### src/rtl/psram_ctrl_pkg.sv
// Shared types and default timing for the cartridge CRAM access controller.
package psram_ctrl_pkg;

  typedef enum logic [2:0] {
    IDLE,
    ADDR,
    ACCESS,
    CAPTURE,
    RECOVER
  } state_t;

  typedef enum logic {
    SEL_P0 = 1'b0,
    SEL_P1 = 1'b1
  } port_sel_t;

  localparam int T_ADV_DEF      = 2;
  localparam int T_ACC_DEF      = 7;
  localparam int T_REC_DEF      = 2;
  localparam int STARVE_MAX_DEF = 4;

  // Output IOB flop plus input IOB flop.
  localparam int CAPTURE_CYC = 2;

  // Phase counter holds length-1 of the longest phase.
  function automatic int phase_cnt_w(input int t_adv, input int t_acc, input int t_rec);
    int m;
    m = CAPTURE_CYC;
    if (t_adv > m) m = t_adv;
    if (t_acc > m) m = t_acc;
    if (t_rec > m) m = t_rec;
    return $clog2(m);
  endfunction

endpackage

### src/rtl/psram_req_arb.sv
// Two-port arbiter: port 0 has priority unless port 1 has waited STARVE_MAX grants.
module psram_req_arb
  import psram_ctrl_pkg::*;
#(
  parameter int STARVE_MAX = STARVE_MAX_DEF
) (
  input  logic      clk,
  input  logic      reset_n,
  input  logic      en,
  input  logic      req0,
  input  logic      req1,
  output logic      grant_valid,
  output port_sel_t grant_sel
);

  localparam int SW = (STARVE_MAX < 1) ? 1 : $clog2(STARVE_MAX + 1);

  logic [SW-1:0] starve_cnt;
  logic          starved;

  assign starved     = (starve_cnt == SW'(STARVE_MAX));
  assign grant_valid = en && (req0 || req1);
  assign grant_sel   = (req1 && (!req0 || starved)) ? SEL_P1 : SEL_P0;

  always_ff @(posedge clk) begin
    if (!reset_n) begin
      starve_cnt <= '0;
    end else if (grant_valid) begin
      if (grant_sel == SEL_P1 || !req1)
        starve_cnt <= '0;
      else if (!starved)
        starve_cnt <= starve_cnt + 1'b1;
    end
  end

endmodule

### src/rtl/psram_access_ctrl.sv
// CRAM single-word access sequencer: arbitrates two requesters and drives the
// multiplexed address/data bus through ADDR, ACCESS, CAPTURE and RECOVER phases.
module psram_access_ctrl
  import psram_ctrl_pkg::*;
#(
  parameter int ADDR_W     = 22,
  parameter int T_ADV      = T_ADV_DEF,
  parameter int T_ACC      = T_ACC_DEF,
  parameter int T_REC      = T_REC_DEF,
  parameter int STARVE_MAX = STARVE_MAX_DEF
) (
  input  logic              clk,
  input  logic              reset_n,
  input  logic              p0_req,
  input  logic              p0_we,
  input  logic [ADDR_W-1:0] p0_addr,
  input  logic [15:0]       p0_wdata,
  input  logic [1:0]        p0_be,
  output logic              p0_ack,
  output logic [15:0]       p0_rdata,
  input  logic              p1_req,
  input  logic              p1_we,
  input  logic [ADDR_W-1:0] p1_addr,
  input  logic [15:0]       p1_wdata,
  input  logic [1:0]        p1_be,
  output logic              p1_ack,
  output logic [15:0]       p1_rdata,
  output logic [ADDR_W-17:0] cram_a,
  output logic [15:0]       cram_dq_out,
  output logic              cram_dq_oe,
  input  logic [15:0]       cram_dq_in,
  output logic              cram_ce_n,
  output logic              cram_adv_n,
  output logic              cram_oe_n,
  output logic              cram_we_n,
  output logic              cram_ub_n,
  output logic              cram_lb_n,
  output logic              busy
);

  localparam int CNT_W = phase_cnt_w(T_ADV, T_ACC, T_REC);

  state_t            state, state_nxt;
  logic [CNT_W-1:0]  cnt, cnt_nxt;
  logic              grant_valid;
  port_sel_t         grant_sel, sel;
  logic              we_q;
  logic [ADDR_W-1:0] addr_q;
  logic [15:0]       wdata_q;
  logic [1:0]        be_q;
  logic              ack_nxt, capture;

  psram_req_arb #(.STARVE_MAX(STARVE_MAX)) u_arb (
    .clk         (clk),
    .reset_n     (reset_n),
    .en          (state == IDLE),
    .req0        (p0_req),
    .req1        (p1_req),
    .grant_valid (grant_valid),
    .grant_sel   (grant_sel)
  );

  always_ff @(posedge clk) begin
    if (!reset_n) begin
      state <= IDLE;
      cnt   <= '0;
    end else begin
      state <= state_nxt;
      cnt   <= cnt_nxt;
    end
  end

  always_comb begin
    state_nxt   = state;
    cnt_nxt     = (cnt != '0) ? cnt - 1'b1 : cnt;
    ack_nxt     = 1'b0;
    capture     = 1'b0;
    cram_ce_n   = 1'b1;
    cram_adv_n  = 1'b1;
    cram_oe_n   = 1'b1;
    cram_we_n   = 1'b1;
    cram_ub_n   = 1'b1;
    cram_lb_n   = 1'b1;
    cram_dq_oe  = 1'b0;
    cram_dq_out = '0;
    cram_a      = '0;
    case (state)
      IDLE: begin
        if (grant_valid) begin
          state_nxt = ADDR;
          cnt_nxt   = CNT_W'(T_ADV - 1);
        end
      end
      ADDR: begin
        cram_ce_n   = 1'b0;
        cram_adv_n  = 1'b0;
        cram_dq_oe  = 1'b1;
        cram_dq_out = addr_q[15:0];
        cram_a      = addr_q[ADDR_W-1:16];
        if (cnt == '0) begin
          state_nxt = ACCESS;
          cnt_nxt   = CNT_W'(T_ACC - 1);
        end
      end
      ACCESS: begin
        cram_ce_n = 1'b0;
        cram_a    = addr_q[ADDR_W-1:16];
        cram_ub_n = ~be_q[1];
        cram_lb_n = ~be_q[0];
        if (we_q) begin
          cram_we_n   = 1'b0;
          cram_dq_oe  = 1'b1;
          cram_dq_out = wdata_q;
        end else begin
          cram_oe_n   = 1'b0;
        end
        if (cnt == '0) begin
          if (we_q) begin
            state_nxt = RECOVER;
            cnt_nxt   = CNT_W'(T_REC - 1);
            ack_nxt   = 1'b1;
          end else begin
            state_nxt = CAPTURE;
            cnt_nxt   = CNT_W'(CAPTURE_CYC - 1);
          end
        end
      end
      CAPTURE: begin
        // Read data reaches us two flops after the pins; keep OE asserted.
        cram_ce_n = 1'b0;
        cram_oe_n = 1'b0;
        cram_a    = addr_q[ADDR_W-1:16];
        cram_ub_n = ~be_q[1];
        cram_lb_n = ~be_q[0];
        if (cnt == '0) begin
          capture   = 1'b1;
          ack_nxt   = 1'b1;
          state_nxt = RECOVER;
          cnt_nxt   = CNT_W'(T_REC - 1);
        end
      end
      RECOVER: begin
        if (cnt == '0) state_nxt = IDLE;
      end
      default: state_nxt = IDLE;
    endcase
  end

  always_ff @(posedge clk) begin
    if (!reset_n) begin
      sel      <= SEL_P0;
      we_q     <= 1'b0;
      addr_q   <= '0;
      wdata_q  <= '0;
      be_q     <= '0;
      p0_ack   <= 1'b0;
      p1_ack   <= 1'b0;
      p0_rdata <= '0;
      p1_rdata <= '0;
    end else begin
      p0_ack <= ack_nxt && (sel == SEL_P0);
      p1_ack <= ack_nxt && (sel == SEL_P1);
      if (state == IDLE && grant_valid) begin
        sel     <= grant_sel;
        we_q    <= (grant_sel == SEL_P1) ? p1_we    : p0_we;
        addr_q  <= (grant_sel == SEL_P1) ? p1_addr  : p0_addr;
        wdata_q <= (grant_sel == SEL_P1) ? p1_wdata : p0_wdata;
        be_q    <= (grant_sel == SEL_P1) ? p1_be    : p0_be;
      end
      if (capture) begin
        if (sel == SEL_P0) p0_rdata <= cram_dq_in;
        else               p1_rdata <= cram_dq_in;
      end
    end
  end

  assign busy = (state != IDLE);

endmodule
### config.mk
export PLATFORM = sky130hd
export DESIGN_NAME = psram_access_ctrl
export DESIGN_NICKNAME = d
export VERILOG_FILES = /design/src/rtl/psram_ctrl_pkg.sv /design/src/rtl/psram_req_arb.sv /design/src/rtl/psram_access_ctrl.sv
export SDC_FILE = /design/constraint.sdc
export NUM_CORES = 1
export LEC_CHECK = 0
export BUFFER_PORTS_ARGS = -buffer_cell sky130_fd_sc_hd__buf_2
export CAP_MARGIN = 25
export CORE_MARGIN = 10
export CORE_UTILIZATION = 43
export CTS_CLUSTER_SIZE = 28
export DETAILED_ROUTE_END_ITERATION = 12
export HOLD_SLACK_MARGIN = 0.1
export PLACE_DENSITY = 0.77
export SYNTH_ARGS = -nofsm -noshare
export SYNTH_HDL_FRONTEND = slang
export SYNTH_SLANG_ARGS = --single-unit
### constraint.sdc
create_clock -name clk -period 1.7 [get_ports clk]
set_input_delay 0.34 -clock clk [delete_from_list [all_inputs] [get_ports clk]]
set_output_delay 0.34 -clock clk [all_outputs]
set_load 0.01 [all_outputs]
### After elaboration in Yosys (flattened, before gate mapping)

Index checks and enable logic that the tools add are counted.

| word-level totals | value |
|---|---|
| flip-flop bits (word level) | 85 |
| input bits | 102 |
| output and inout bits | 64 |
| word-level logic and storage cells | 83 |

| cells by class | value |
|---|---|
| $add $sub $neg | 2 |
| equality and inequality tests | 11 |
| muxes and demuxes | 35 |
| bitwise operators | 3 |
| reductions and logical operators | 20 |

Operator list:

| kind | number |
|---|---|
| $mux W3 | 12 |
| $mux W16 | 2 |
| $pmux W16 S2 | 1 |
| $mux W22 | 1 |
| $pmux W3 S5 | 1 |
| $mux W1 | 12 |
| $ne A2 B2 Y1 const B | 6 |
| $pmux W3 S3 | 1 |
| $eq A3 B2 Y1 const B | 2 |
| $eq A3 B3 Y1 const B | 2 |
| $logic_not A3 Y1 | 2 |
| $mux W6 | 1 |
| $pmux W1 S2 | 3 |
| $reduce_and A2 Y1 | 3 |
| $reduce_bool A3 Y1 | 2 |
| $logic_and A1 B1 Y1 | 5 |
| $reduce_and A5 Y1 | 1 |
| $add A3 B1 Y3 const B | 1 |
| $eq A3 B1 Y1 const B | 1 |
| $logic_or A1 B1 Y1 | 3 |
| $not A1 Y1 | 3 |
| $reduce_or A3 Y1 | 1 |
| $sub A3 B1 Y3 const B | 1 |
| $logic_not A1 Y1 | 2 |
| other kinds (2) | 2 |

### Logic depth before layout (Yosys ltp)

| logic depth | value |
|---|---|
| depth after elaboration | 7 |
| gate-level depth with buffers | 8 |
| mapped depth without buffers | 6 |

### By module

Synthesis repeated with hierarchy kept, for this count alone.

| second synthesis, totals | value |
|---|---|
| cell total of the unflattened synthesis | 412 |
| area, all modules | 3931.3 µm² |

By module, submodules not included:

| module | times used | cells an instance | area each (µm²) | sequential area each (µm²) |
|---|---|---|---|---|
| psram_access_ctrl | 1 | 392 | 3741.1 | 1641.6 |
| psram_req_arb | 1 | 20 | 190.2 | 60.1 |

### Least setup slack after synthesis

OpenSTA, ideal clock, no wires.

| path | value |
|---|---|
| path type | flip-flop to output port |
| start point | register state[1] |
| end point | output port cram_dq_oe |
| arrival | 1347 ps |
| required time | 1360 ps |
| slack | 13 ps |
| cell stages (with the launch flop) | 8 |
| buffers on the path | 3 |
| path through | dfxtp_1 > buf_4 > nor2b_4 > and3b_1 > buf_2 > buf_2 > inv_1 > nand2_1 |

| on the way | value |
|---|---|
| cells in the longest elaborated chain, start to end | 2 |
| elaborated cells between the ends (all ways) | 3 |
| those cells by class | eq/ne (2); mux (1) |

RTL lines:

| element | line | source |
|---|---|---|
| from (decl) | psram_access_ctrl.sv:43 | `state_t state, state_nxt;` |
| from (signal assigned) | psram_access_ctrl.sv:68 | `state <= state_nxt;` |
| $eq A3 B2 Y1 or $eq A3 B1 Y1 (tied branches) | psram_access_ctrl.sv:87 | `case (state)` |
| $pmux W1 S2 * | psram_access_ctrl.sv:87 |  |
| to (decl) | psram_access_ctrl.sv:30 | `output logic cram_dq_oe,` |

Mark *: on every way between the ends. The rest lies on a longest branch, timed or not.

### Worst setup path after layout

| path | value |
|---|---|
| start point | register state[1] |
| end point | output port cram_dq_out[9] |

| on the way | value |
|---|---|
| cells in the longest elaborated chain, start to end | 2 |
| elaborated cells between the ends (all ways) | 3 |
| those cells by class | eq/ne (2); mux (1) |

RTL lines:

| element | line | source |
|---|---|---|
| $eq A3 B2 Y1 or $eq A3 B1 Y1 (tied branches) | psram_access_ctrl.sv:87 |  |
| $pmux W16 S2 * | psram_access_ctrl.sv:87 |  |
| to (decl) | psram_access_ctrl.sv:29 | `output logic [15:0] cram_dq_out,` |

Marked as above.

==> metrics.txt <==
leakage=2.46 nW; HP Start=p0_addr[21]; layout cells sized above 1=between 30% and 40%; Hold EP=addr_q[21]$_SDFFE_PN0P_; maximum clock insertion buffer count=2; fraction of the yosys area taken by sequential cells=around 45%; DR vias=4092; detailed placement HPWL=8960 µm; Die Span Y=114 µm; initial drt markers=259; root buf cell=clkbuf_8; Post-Synthesis Cells=between 400 and 500; first-pass GRT wire length=19700 µm; I/O Buffers=~170; Area contributors post-synth=dfxtp_1, nand2_1, o21ai_0; CTS tree=done; Worst R2R End=addr_q[9]$_SDFFE_PN0P_; largest net degree at the start of global routing=77; CP Launch Point=state[1]$_SDFFE_PN0P_; Die Width=114 µm; Tcrit/Tclk final=111%; Worst Path Arrival=1.55 ns; worst-skew pair later-pin latency=0.35 ns; flop2flop setup slack=0.11 ns; # DRC=0; Slew @ Worst Pin=0.349 ns; Syn Area/Cell=8.04 µm²; Clock Sink Count=85; Placement Setup Slack=-0.0334 ns; commonest cells in the netlist=nand2_1, dfxtp_1, o21ai_0; reg2reg path depth=7; maximum vdd drop=~0.00083 V; pwr dens=1380 nW/µm²; GRT Total Usage=18.3%; CP peak stage delay=0.37 ns; #FFs+latches synth=85; final setup fails=26; Initial Util=43.9%; GP Congestion=0.811; RR Startpoint=u_arb.starve_cnt[0]$_SDFFE_PN0P_; antenna viol nets, final=0; vias in the first global route=4035; EDFF count, synth=0; CP max FO=17; worst min path class=in2reg; Final Worst Setup Slack=-0.186 ns; antenna violations before repair=0; post-synth top area share=44.9%; critical path startpoint category=flip-flop; Clock H-tree levels=3; cell row count=34; CTS buffer count=9; hold_ws=0.235 ns; grt ovf=0; synth warn=0; DIE AREA=13000 µm²; Synth Cell Area=3790 µm²; Slew HR=76.7%; area delta synth->final=40.0%; Crit-path slowest cell=dfxtp_4; Post-Syn Nets=577; Reg clk slew, reported paths=0.09 ns; Critical Path Sink Type=primary output; number of I/O pins=166; Critical Path RT=1.36 ns; final clock skew=0.00782 ns; Placeable Area=8640 µm²; diode count=0; vias per inst=5.43; Avg WL per Cell=17.3 µm; count leader, synth=nand2_1; drt pass-1 iters=5; critical path class=reg2out; fin crit period=between 1.5 and 2 ns; outcome=finished, violations left; cell taking the most area after synthesis=dfxtp_1; RSZ-0062 raised after global routing=true; worst hold path cell count=3; critical path, cell by cell=nor2b_4 > and3b_2 > buf_12 > a22o_1 > buf_2; reported max-cap violation count=0; NumNets Final=746; failing checks=setup timing; Final Hold Fails=0; asr flop ratio synth=0%; DRT Wirelength=13100 µm; post-synth cell types=39; main flop type after synthesis=dfxtp_1; final slew viol count=0; Fin Setup TNS=-3.53 ns; Max Fclk=530 MHz
how the worst max path moves through the flow:
| stage | end | slack [ns] |
|---|---|---|
| global placement | cram_a[5] | -0.005 |
| detailed placement | cram_a[5] | -0.03 |
| global route | cram_dq_out[9] | -0.25 |
| finish | cram_dq_out[9] | -0.19 |
| CTS | cram_dq_out[9] | -0.20 |
| floorplan | cram_dq_oe | 0.01 |
cell type report:
cell class,count,area [µm²]
Timing Repair Buffer,200,1290
Clock buffer,9,124
Tap cell,108,135
Inverter,11,41.3
Clock inverter,7,106
Fill cell,766,3330
Sequential cell,85,1710
Multi-Input combinational cell,333,1890
report_power, final:
| part | switching, W | internal [W] |
|---|---|---|
| clock network | 0.000788 | 0.000854 |
| logic | 0.00162 | 0.00140 |
| registers | 0.000250 | 0.00243 |
routing by layer:
metal / global-route usage [%] / share of wire, % / up-vias / wire length, µm
li1: - / - / 1971 / -
met4: 6.68 / 1.8 / 0 / 229
met1: 20.4 / 40 / 1942 / 5170
met2: 30.9 / 50 / 157 / 6560
met3: 7.35 / 8.5 / 22 / 1110
met5: 0 / 0 / - / 0
flip-flops by register name, indices dropped and copies added, names as in the netlist:
name / cells
sel: 1
state: 3
p0_rdata: 16
p1_ack: 1
p0_ack: 1
addr_q: 22
be_q: 2
u_arb.starve_cnt: 3
wdata_q: 16
p1_rdata: 16
cnt: 3
we_q: 1
cells by family after synthesis:
kind of cell | synth area share, %
simple gates | 20.3
compound gates | 22.1
flops | 44.9
buf+inv | 6.67
mux | 4.49
fa+ha+maj | 1.32
xor+xnor | 0.231
per-stage QoR:
step	total power [W]	instances	area (µm²)	util, %
floorplan	0.00425	471	3790	-
global placement	0.00499	721	4780	55.4
detailed placement	0.00507	721	4780	55.4
CTS	0.00704	746	5160	59.8
global route	0.00777	753	5300	61.4
finish	0.00734	753	5300	61.4
critical path, delay by kind of cell, from the launching register on:
family | cells | cell delay [ns]
simple gates | 2 | 0.33
buf+inv | 2 | 0.29
compound gates | 1 | 0.20
flops | 1 | 0.37
what timing repair did:
action                     4_1_cts  5_1_grt
setup buffers                    9        6
setup endpoints to repair       62       80
gates cloned                     1        2
pin swaps                        3        5
gates resized for setup         20       17
hold buffers                     0        0
cell usage in the layout, fill, tap and decap left out, types with 10 or more instances in the layout:
cell type / count
buf_2: 160
o21ai_0: 62
a22o_1: 16
dfxtp_1: 81
mux2i_1: 16
nand3_1: 18
buf_4: 19
a31oi_1: 42
nand2_1: 122
buf_6: 10
Power figures use the tool's default switching activity.
